<file path="config.mk">
export PLATFORM = sky130hd
export DESIGN_NAME = adder_result_recover_flat
export DESIGN_NICKNAME = d
export VERILOG_FILES = /design/src/rtl/adder_result_recover_if.sv /design/src/rtl/adder_result_recover.sv /design/src/flat_wrapper.sv
export SDC_FILE = /design/constraint.sdc
export NUM_CORES = 1
export LEC_CHECK = 0
export ABC_CLOCK_PERIOD_IN_PS = 2400
export CAP_MARGIN = 20
export CORE_MARGIN = 2
export CORE_UTILIZATION = 35
export CTS_BUF_LIST = sky130_fd_sc_hd__clkbuf_8
export CTS_CLUSTER_SIZE = 28
export DETAILED_ROUTE_END_ITERATION = 10
export GPL_TIMING_DRIVEN = 1
export PLACE_DENSITY = 0.64
export SLEW_MARGIN = 10
export SYNTH_ARGS = -nofsm -noshare
export SYNTH_HDL_FRONTEND = slang
export SYNTH_SLANG_ARGS = --single-unit
</file>
<file path="constraint.sdc">
create_clock -name clk -period 2.4 [get_ports clk]
set_clock_uncertainty 0.1 [all_clocks]
set_input_delay 0.36 -clock clk [delete_from_list [all_inputs] [get_ports clk]]
set_output_delay 0.36 -clock clk [all_outputs]
set_load 0.005 [all_outputs]
</file>
<file path="src/rtl/adder_result_recover_if.sv">
// Handshake bundle for the adder result recovery block: input side carries
// {Cout,Sum} and B, output side returns the recovered A and its range flag.
interface adder_result_recover_if #(
  parameter int unsigned n = 4
);
  logic         in_valid;
  logic         in_ready;
  logic [n-1:0] Sum;
  logic         Cout;
  logic [n-1:0] B;
  logic         out_valid;
  logic         out_ready;
  logic [n-1:0] A;
  logic         A_err;

  // Producer/consumer side of the block
  modport master (
    output in_valid, Sum, Cout, B, out_ready,
    input  in_ready, out_valid, A, A_err
  );

  // The recovery block itself
  modport slave (
    input  in_valid, Sum, Cout, B, out_ready,
    output in_ready, out_valid, A, A_err
  );
endinterface

</file>
<file path="src/rtl/adder_result_recover.sv">
// Recovers operand A = {Cout,Sum} - B with a bit-serial borrow chain, LSB first,
// and flags differences that underflow or do not fit in n bits.
module adder_result_recover #(
  parameter int unsigned n = 4
) (
  input logic                  clk,
  input logic                  rst_n,
  adder_result_recover_if.slave bus
);

  localparam int unsigned CW = $clog2(n + 1);

  typedef enum logic [1:0] {
    IDLE  = 2'd0,
    SHIFT = 2'd1,
    DONE  = 2'd2
  } state_t;

  state_t          state_q, state_nxt;
  logic [n:0]      m_q, m_nxt;
  logic [n:0]      s_q, s_nxt;
  logic [n:0]      r_q, r_nxt;
  logic            borrow_q, borrow_nxt;
  logic [CW-1:0]   cnt_q, cnt_nxt;
  logic [n-1:0]    a_q, a_nxt;
  logic            a_err_q, a_err_nxt;
  logic            out_valid_q, out_valid_nxt;
  logic            in_ready_q, in_ready_nxt;

  logic            d_c;
  logic            borrow_c;
  logic [n:0]      r_shift_c;

  // One full-subtractor slice on the current LSBs
  always_comb begin
    d_c       = m_q[0] ^ s_q[0] ^ borrow_q;
    borrow_c  = (~m_q[0] & s_q[0]) | (~(m_q[0] ^ s_q[0]) & borrow_q);
    r_shift_c = {d_c, r_q[n:1]};
  end

  // Next-state and datapath update
  always_comb begin
    state_nxt     = state_q;
    m_nxt         = m_q;
    s_nxt         = s_q;
    r_nxt         = r_q;
    borrow_nxt    = borrow_q;
    cnt_nxt       = cnt_q;
    a_nxt         = a_q;
    a_err_nxt     = a_err_q;
    out_valid_nxt = out_valid_q;

    case (state_q)
      IDLE: begin
        if (bus.in_valid && in_ready_q) begin
          m_nxt      = {bus.Cout, bus.Sum};
          s_nxt      = {1'b0, bus.B};
          borrow_nxt = 1'b0;
          cnt_nxt    = '0;
          state_nxt  = SHIFT;
        end
      end

      SHIFT: begin
        m_nxt      = {1'b0, m_q[n:1]};
        s_nxt      = {1'b0, s_q[n:1]};
        r_nxt      = r_shift_c;
        borrow_nxt = borrow_c;
        cnt_nxt    = cnt_q + CW'(1);
        // Bit n of the difference is the overflow indicator; a final borrow means underflow
        if (cnt_q == CW'(n)) begin
          cnt_nxt       = cnt_q;
          a_nxt         = r_shift_c[n-1:0];
          a_err_nxt     = borrow_c | r_shift_c[n];
          out_valid_nxt = 1'b1;
          state_nxt     = DONE;
        end
      end

      DONE: begin
        if (bus.out_ready) begin
          out_valid_nxt = 1'b0;
          state_nxt     = IDLE;
        end
      end

      default: begin
        out_valid_nxt = 1'b0;
        state_nxt     = IDLE;
      end
    endcase

    in_ready_nxt = (state_nxt == IDLE);
  end

  // State and datapath registers
  always_ff @(posedge clk) begin
    if (!rst_n) begin
      state_q     <= IDLE;
      m_q         <= '0;
      s_q         <= '0;
      r_q         <= '0;
      borrow_q    <= 1'b0;
      cnt_q       <= '0;
      a_q         <= '0;
      a_err_q     <= 1'b0;
      out_valid_q <= 1'b0;
      in_ready_q  <= 1'b1;
    end else begin
      state_q     <= state_nxt;
      m_q         <= m_nxt;
      s_q         <= s_nxt;
      r_q         <= r_nxt;
      borrow_q    <= borrow_nxt;
      cnt_q       <= cnt_nxt;
      a_q         <= a_nxt;
      a_err_q     <= a_err_nxt;
      out_valid_q <= out_valid_nxt;
      in_ready_q  <= in_ready_nxt;
    end
  end

  assign bus.in_ready  = in_ready_q;
  assign bus.out_valid = out_valid_q;
  assign bus.A         = a_q;
  assign bus.A_err     = a_err_q;

endmodule
</file>
<file path="src/flat_wrapper.sv">
// flat-port wrapper written by rule: the top's interface ports become plain ports
module adder_result_recover_flat 
#(
  parameter int unsigned n = 4
)
  (clk, rst_n, bus_in_valid, bus_Sum, bus_Cout, bus_B, bus_out_ready, bus_in_ready, bus_out_valid, bus_A, bus_A_err);
  adder_result_recover_if #(.n(n)) bus_i ();
  input logic clk;
  input logic rst_n;
  input wire logic [$bits(bus_i.in_valid)-1:0] bus_in_valid;
  input wire logic [$bits(bus_i.Sum)-1:0] bus_Sum;
  input wire logic [$bits(bus_i.Cout)-1:0] bus_Cout;
  input wire logic [$bits(bus_i.B)-1:0] bus_B;
  input wire logic [$bits(bus_i.out_ready)-1:0] bus_out_ready;
  output wire logic [$bits(bus_i.in_ready)-1:0] bus_in_ready;
  output wire logic [$bits(bus_i.out_valid)-1:0] bus_out_valid;
  output wire logic [$bits(bus_i.A)-1:0] bus_A;
  output wire logic [$bits(bus_i.A_err)-1:0] bus_A_err;
  assign bus_i.in_valid = bus_in_valid;
  assign bus_i.Sum = bus_Sum;
  assign bus_i.Cout = bus_Cout;
  assign bus_i.B = bus_B;
  assign bus_i.out_ready = bus_out_ready;
  assign bus_in_ready = bus_i.in_ready;
  assign bus_out_valid = bus_i.out_valid;
  assign bus_A = bus_i.A;
  assign bus_A_err = bus_i.A_err;
  adder_result_recover #(.n(n)) u_core (.clk(clk), .rst_n(rst_n), .bus(bus_i));
endmodule
</file>
# After elaboration in Yosys (flattened, before gate mapping)
# Cells that the tools add are included.
totals:
  output_inout_bits: 7
  input_bits: 13
  word_cells: 51
  register_bits: 28
classes:
  muxes: 16
  bitwise_logic: 9
  reduce_logical: 8
  n_addsub: 1
  n_eq_ne: 7
op_table:
  columns: ["operator", "n"]
  rows:
  - ["$pmux 5 s2", 2]
  - ["$mux 5", 2]
  - ["$mux 2", 3]
  - ["$mux 3", 2]
  - ["$pmux 2 s3", 1]
  - ["$pmux 3 s2", 1]
  - ["$reduce_and 3->1", 2]
  - ["$logic_not 2->1", 2]
  - ["$ne 2x1->1 const B", 2]
  - ["$ne 2x2->1 const B", 2]
  - ["$reduce_and 2->1", 2]
  - ["$add 3x1->3 const B", 1]
  - ["$eq 3x3->1 const B", 1]
  - ["$mux 1", 3]
  - ["$not 1->1", 3]
  - ["$pmux 1 s3", 1]
  - ["$and 1x1->1", 2]
  - ["$eq 2x1->1 const B", 1]
  - ["$eq 2x2->1 const B", 1]
  - ["$or 1x1->1", 2]
  - ["$pmux 1 s2", 1]
  - ["$reduce_bool 2->1", 1]
  - ["$xor 1x1->1", 2]
  - ["$logic_and 1x1->1", 1]

# Depth between registers and ports, before layout
depth:
  ltp_word: 5
  depth_mapped: 6

# Worst setup path before layout
# OpenSTA, ideal clock, no wires.
synth_timing:
  path_type: "reg-to-reg"
  startpoint: "register u_core.cnt_q[0]"
  endpoint: "register u_core.cnt_q[2]"
  arrival_time_ns: 1.452
  required_ns: 2.177
  path_stages_with_launch: 7
  period_less_slack_ns: 1.675
  path_buffers: 1
  slack_ns: 0.725
  path_cell_list: "dfxtp_1 > inv_1 > ha_1 > and4b_1 > buf_4 > nor4b_2 > mux2_1"
synth_between:
  elab_chain_cells: 3
  word_cells_on_any_way: 6
  cone_classes: "add/sub: 1; eq/ne: 2; mux: 2; reduce/logical: 1"
synth_rtl:
  columns: ["element", "line_no", "source"]
  rows:
  - ["from (decl)", "adder_result_recover.sv:24", "logic [CW-1:0] cnt_q, cnt_nxt;"]
  - ["from (signal assigned)", "adder_result_recover.sv:115", "cnt_q <= cnt_nxt;"]
  - ["$add 3x1->3 or $eq 3x3->1 (tied branches)", "adder_result_recover.sv:69, adder_result_recover.sv:71", null]
  - ["$mux 3 or $ne 2x2->1 (tied branches)", null, null]
  - ["$pmux 3 s2 or $reduce_and 3->1 (tied branches)", null, null]
# Several ways; a longest one is shown, not always the timed one. The select of a mux whose other input is x is not followed.
# A chain may end at the register's enable or synchronous reset.

# Worst setup path after layout
# Same ends and word-level chain as after synthesis.

==> flow_summary.ini <==
[global_route]
antenna_found_initial = 0
grt_pass1_vias = 873
overflow = 0
globalRouteTotalUtil_pct = 11.8
grt_max_degree = 25
grt_pass1_wl_um = 3840

[floorplanning]
die_h_um = 62.5
dieArea_mm2 = 0.00391
die_w_um = 62.5
start_util_pct = 36.2
core_area_mm2 = 0.00331
fp-row-count = 21
ios = 20

[layout]
final_common_cell = dfxtp_1
fillers = 339
layout_common_cells = dfxtp_1, nand2_1, clkdlybuf4s50_1
syn_to_final_growth_pct = 23.8
drive_above_1_share_pct = 12.0
final_nets = 159
n_antenna_cell = 0
fin_util_pct = 44.8
design_area_mm2 = 0.00148

[min_path]
hold_depth = 2
min_delay_worst_endpoint = u_core.bus.A[0]
min_from = u_core.r_q[1]
hp-class = register to register

[timing]
max_freq_mhz = 558
rsz0062_at_grt = no
drv_slew = 0
slew_headroom_pct = 74.2
tightestPinTransition_ps = 387
final-setup-viol-count = 0
final_hold_viol_count = 0
period_share_pct = 74.6
layout_min_cycle_time_ps = 1790
layout_setup_ws_ps = 609
fin_setup_tns_ps = 0

[setup_path]
r2r_slack_ps = 610
start_kind = register
worstReg2RegStart = u_core.cnt_q[0]
max_stage_delay_ps = 380
crit_path_cell_trace = inv_1, ha_1, and4b_1, nor4b_2, mux2_1
worst_setup_path_end_kind = register
worstRegToRegCells = 5
cp_data_arrival_time_ps = 1850
cp_slowest_cell = dfxtp_1
timing.rr.end = u_core.cnt_q[2]
required_ps = 2460
cp_max_fo = 10
crit_type = register to register

[place]
placed_area_mm2 = 0.00141
numPortBuffers = 19
dp_slack_ps = 560
dp_hpwl_um = 1560
place_congestion = 0.735

[yosys]
synth-seq-cells = 26
synth_seq_area_share_pct = 43.5
synth.avg_cell_area_um2 = 9.58
syn_inst = 125
synth_cell_types = 31
syn_nets = 141
syn-cell-area_mm2 = 0.00120
ys_warn_count = 0

[routing]
drcViolationCount = 0
viasPerCell = 4.86
wirelength_um = 2130
first_pass_iters = 4
wl_per_cell_um = 11.4
final_antenna_net_count = 0
initialDrtViolationCount = 62
vias = 914

[cts]
cts_resized = 0
cts.reportedPaths.clkPinSlew_ps = 90
cts_buffers = 3
cts_root_buf = clkbuf_8
clk_latency_ps = 260
holdBufCountCts = 0
cts_tree = built
htreeDepth = 1
clkSinkCount = 26
clk_path_buf_depth = 2
cts_setup_buffers = 0

[power]
p_total_mw = 0.954
peakVddDrop_mv = 0.412
power_density_mw_per_mm2 = 643
p_leak_nw = 0.556

[status]
run_status = complete, no violations

[flow_run]
max_cap_violations = 0
[routing by layer]
metal,global-route usage (%),vias up,wire [µm]
met4,1.67,0,0
li1,-,478,-
met3,3.42,0,96
met2,19.8,18,1030
met1,15.4,418,1010
met5,0,-,0
[cell usage after synthesis]
master    number  area share [%]
dfxtp_1       26              43
nand2_1       19             6.0
a21oi_1       15             6.3
o311a_1        7             5.9
mux2_4         6             7.5
o21ai_0        6             2.5
o21bai_1       6             3.8
nor2_1         5             1.6
inv_1          4             1.3
buf_2          3             1.3
clkbuf_1       3            0.94
nor3b_1        3             1.9
buf_6          2             1.9
ha_1           2             2.1
nor3_1         2            0.84
a311oi_1       1            0.73
and2b_1        1            0.63
and4b_1        1            0.84
and4bb_2       1             1.0
buf_4          1            0.63
clkinv_1       1            0.31
fa_1           1             1.7
mux2_1         1            0.94
mux2_2         1            0.94
nand2b_1       1            0.52
nand2b_4       1             1.1
nand3_1        1            0.42
nand4b_1       1            0.73
nor4_1         1            0.52
nor4b_2        1             1.3
o31ai_1        1            0.63
[state kept, by name, indices dropped and copies added (netlist names)]
name / cells
u_core.bus.A_err: 1
u_core.cnt_q: 3
u_core.bus.out_valid: 1
u_core.m_q: 5
u_core.r_q: 4
u_core.bus.in_ready: 1
u_core.state_q: 2
u_core.s_q: 4
u_core.bus.A: 4
u_core.borrow_q: 1
[logic make-up (layout without fill, tap and decap cells)]
family	Yosys count	after routing	synth area share [%]
simple gates	38	38	17.3
compound gates	36	36	19.7
flops	26	26	43.5
buf+inv	14	31	6.27
mux	8	8	9.40
fa+ha+maj	3	3	3.76
[per-stage QoR]
stage / instances / hold WS (ps)
2_1_floorplan: 125 / 332
3_3_place_gp: 184 / 344
3_5_place_dp: 184 / 345
4_1_cts: 188 / 357
5_1_grt: 188 / 376
6_report: 188 / 353
[worst max-delay path, delay by kind of cell (launching register included)]
kind / cells / cell delay, ps
adder cells (fa/ha/maj): 1 / 220
buffers and inverters: 1 / 60
flip-flops: 1 / 380
multiplexers: 1 / 340
AND/OR/NAND/NOR: 2 / 600
[worst max-delay path by stage]
stage	from	to	slack (ps)	cells past startpoint
after detailed placement	rst_n	u_core.cnt_q[2]	560	5
after global placement	rst_n	u_core.cnt_q[2]	600	5
after global routing	u_core.cnt_q[0]	u_core.cnt_q[2]	490	5
final	u_core.cnt_q[0]	u_core.cnt_q[2]	610	5
after CTS	u_core.cnt_q[0]	u_core.cnt_q[2]	590	5
after floorplan	u_core.cnt_q[0]	u_core.cnt_q[2]	720	6
[where the power goes]
group / leakage [nW] / total, mW / internal (mW) / switching (mW)
Combinational: 0.308 / 0.132 / 0.0747 / 0.0569
Sequential: 0.212 / 0.469 / 0.454 / 0.0150
Clock: 0.0357 / 0.353 / 0.223 / 0.130
[layout make-up]
cell class,count,area (µm²),area share (%)
Sequential cell,26,520,35.1
Clock buffer,3,41.3,2.78
Clock inverter,1,30.0,2.03
Multi-Input combinational cell,85,602,40.6
Inverter,5,18.8,1.27
Timing Repair Buffer,22,213,14.3
Tap cell,46,57.6,3.88
Power figures use the tool's default switching activity.
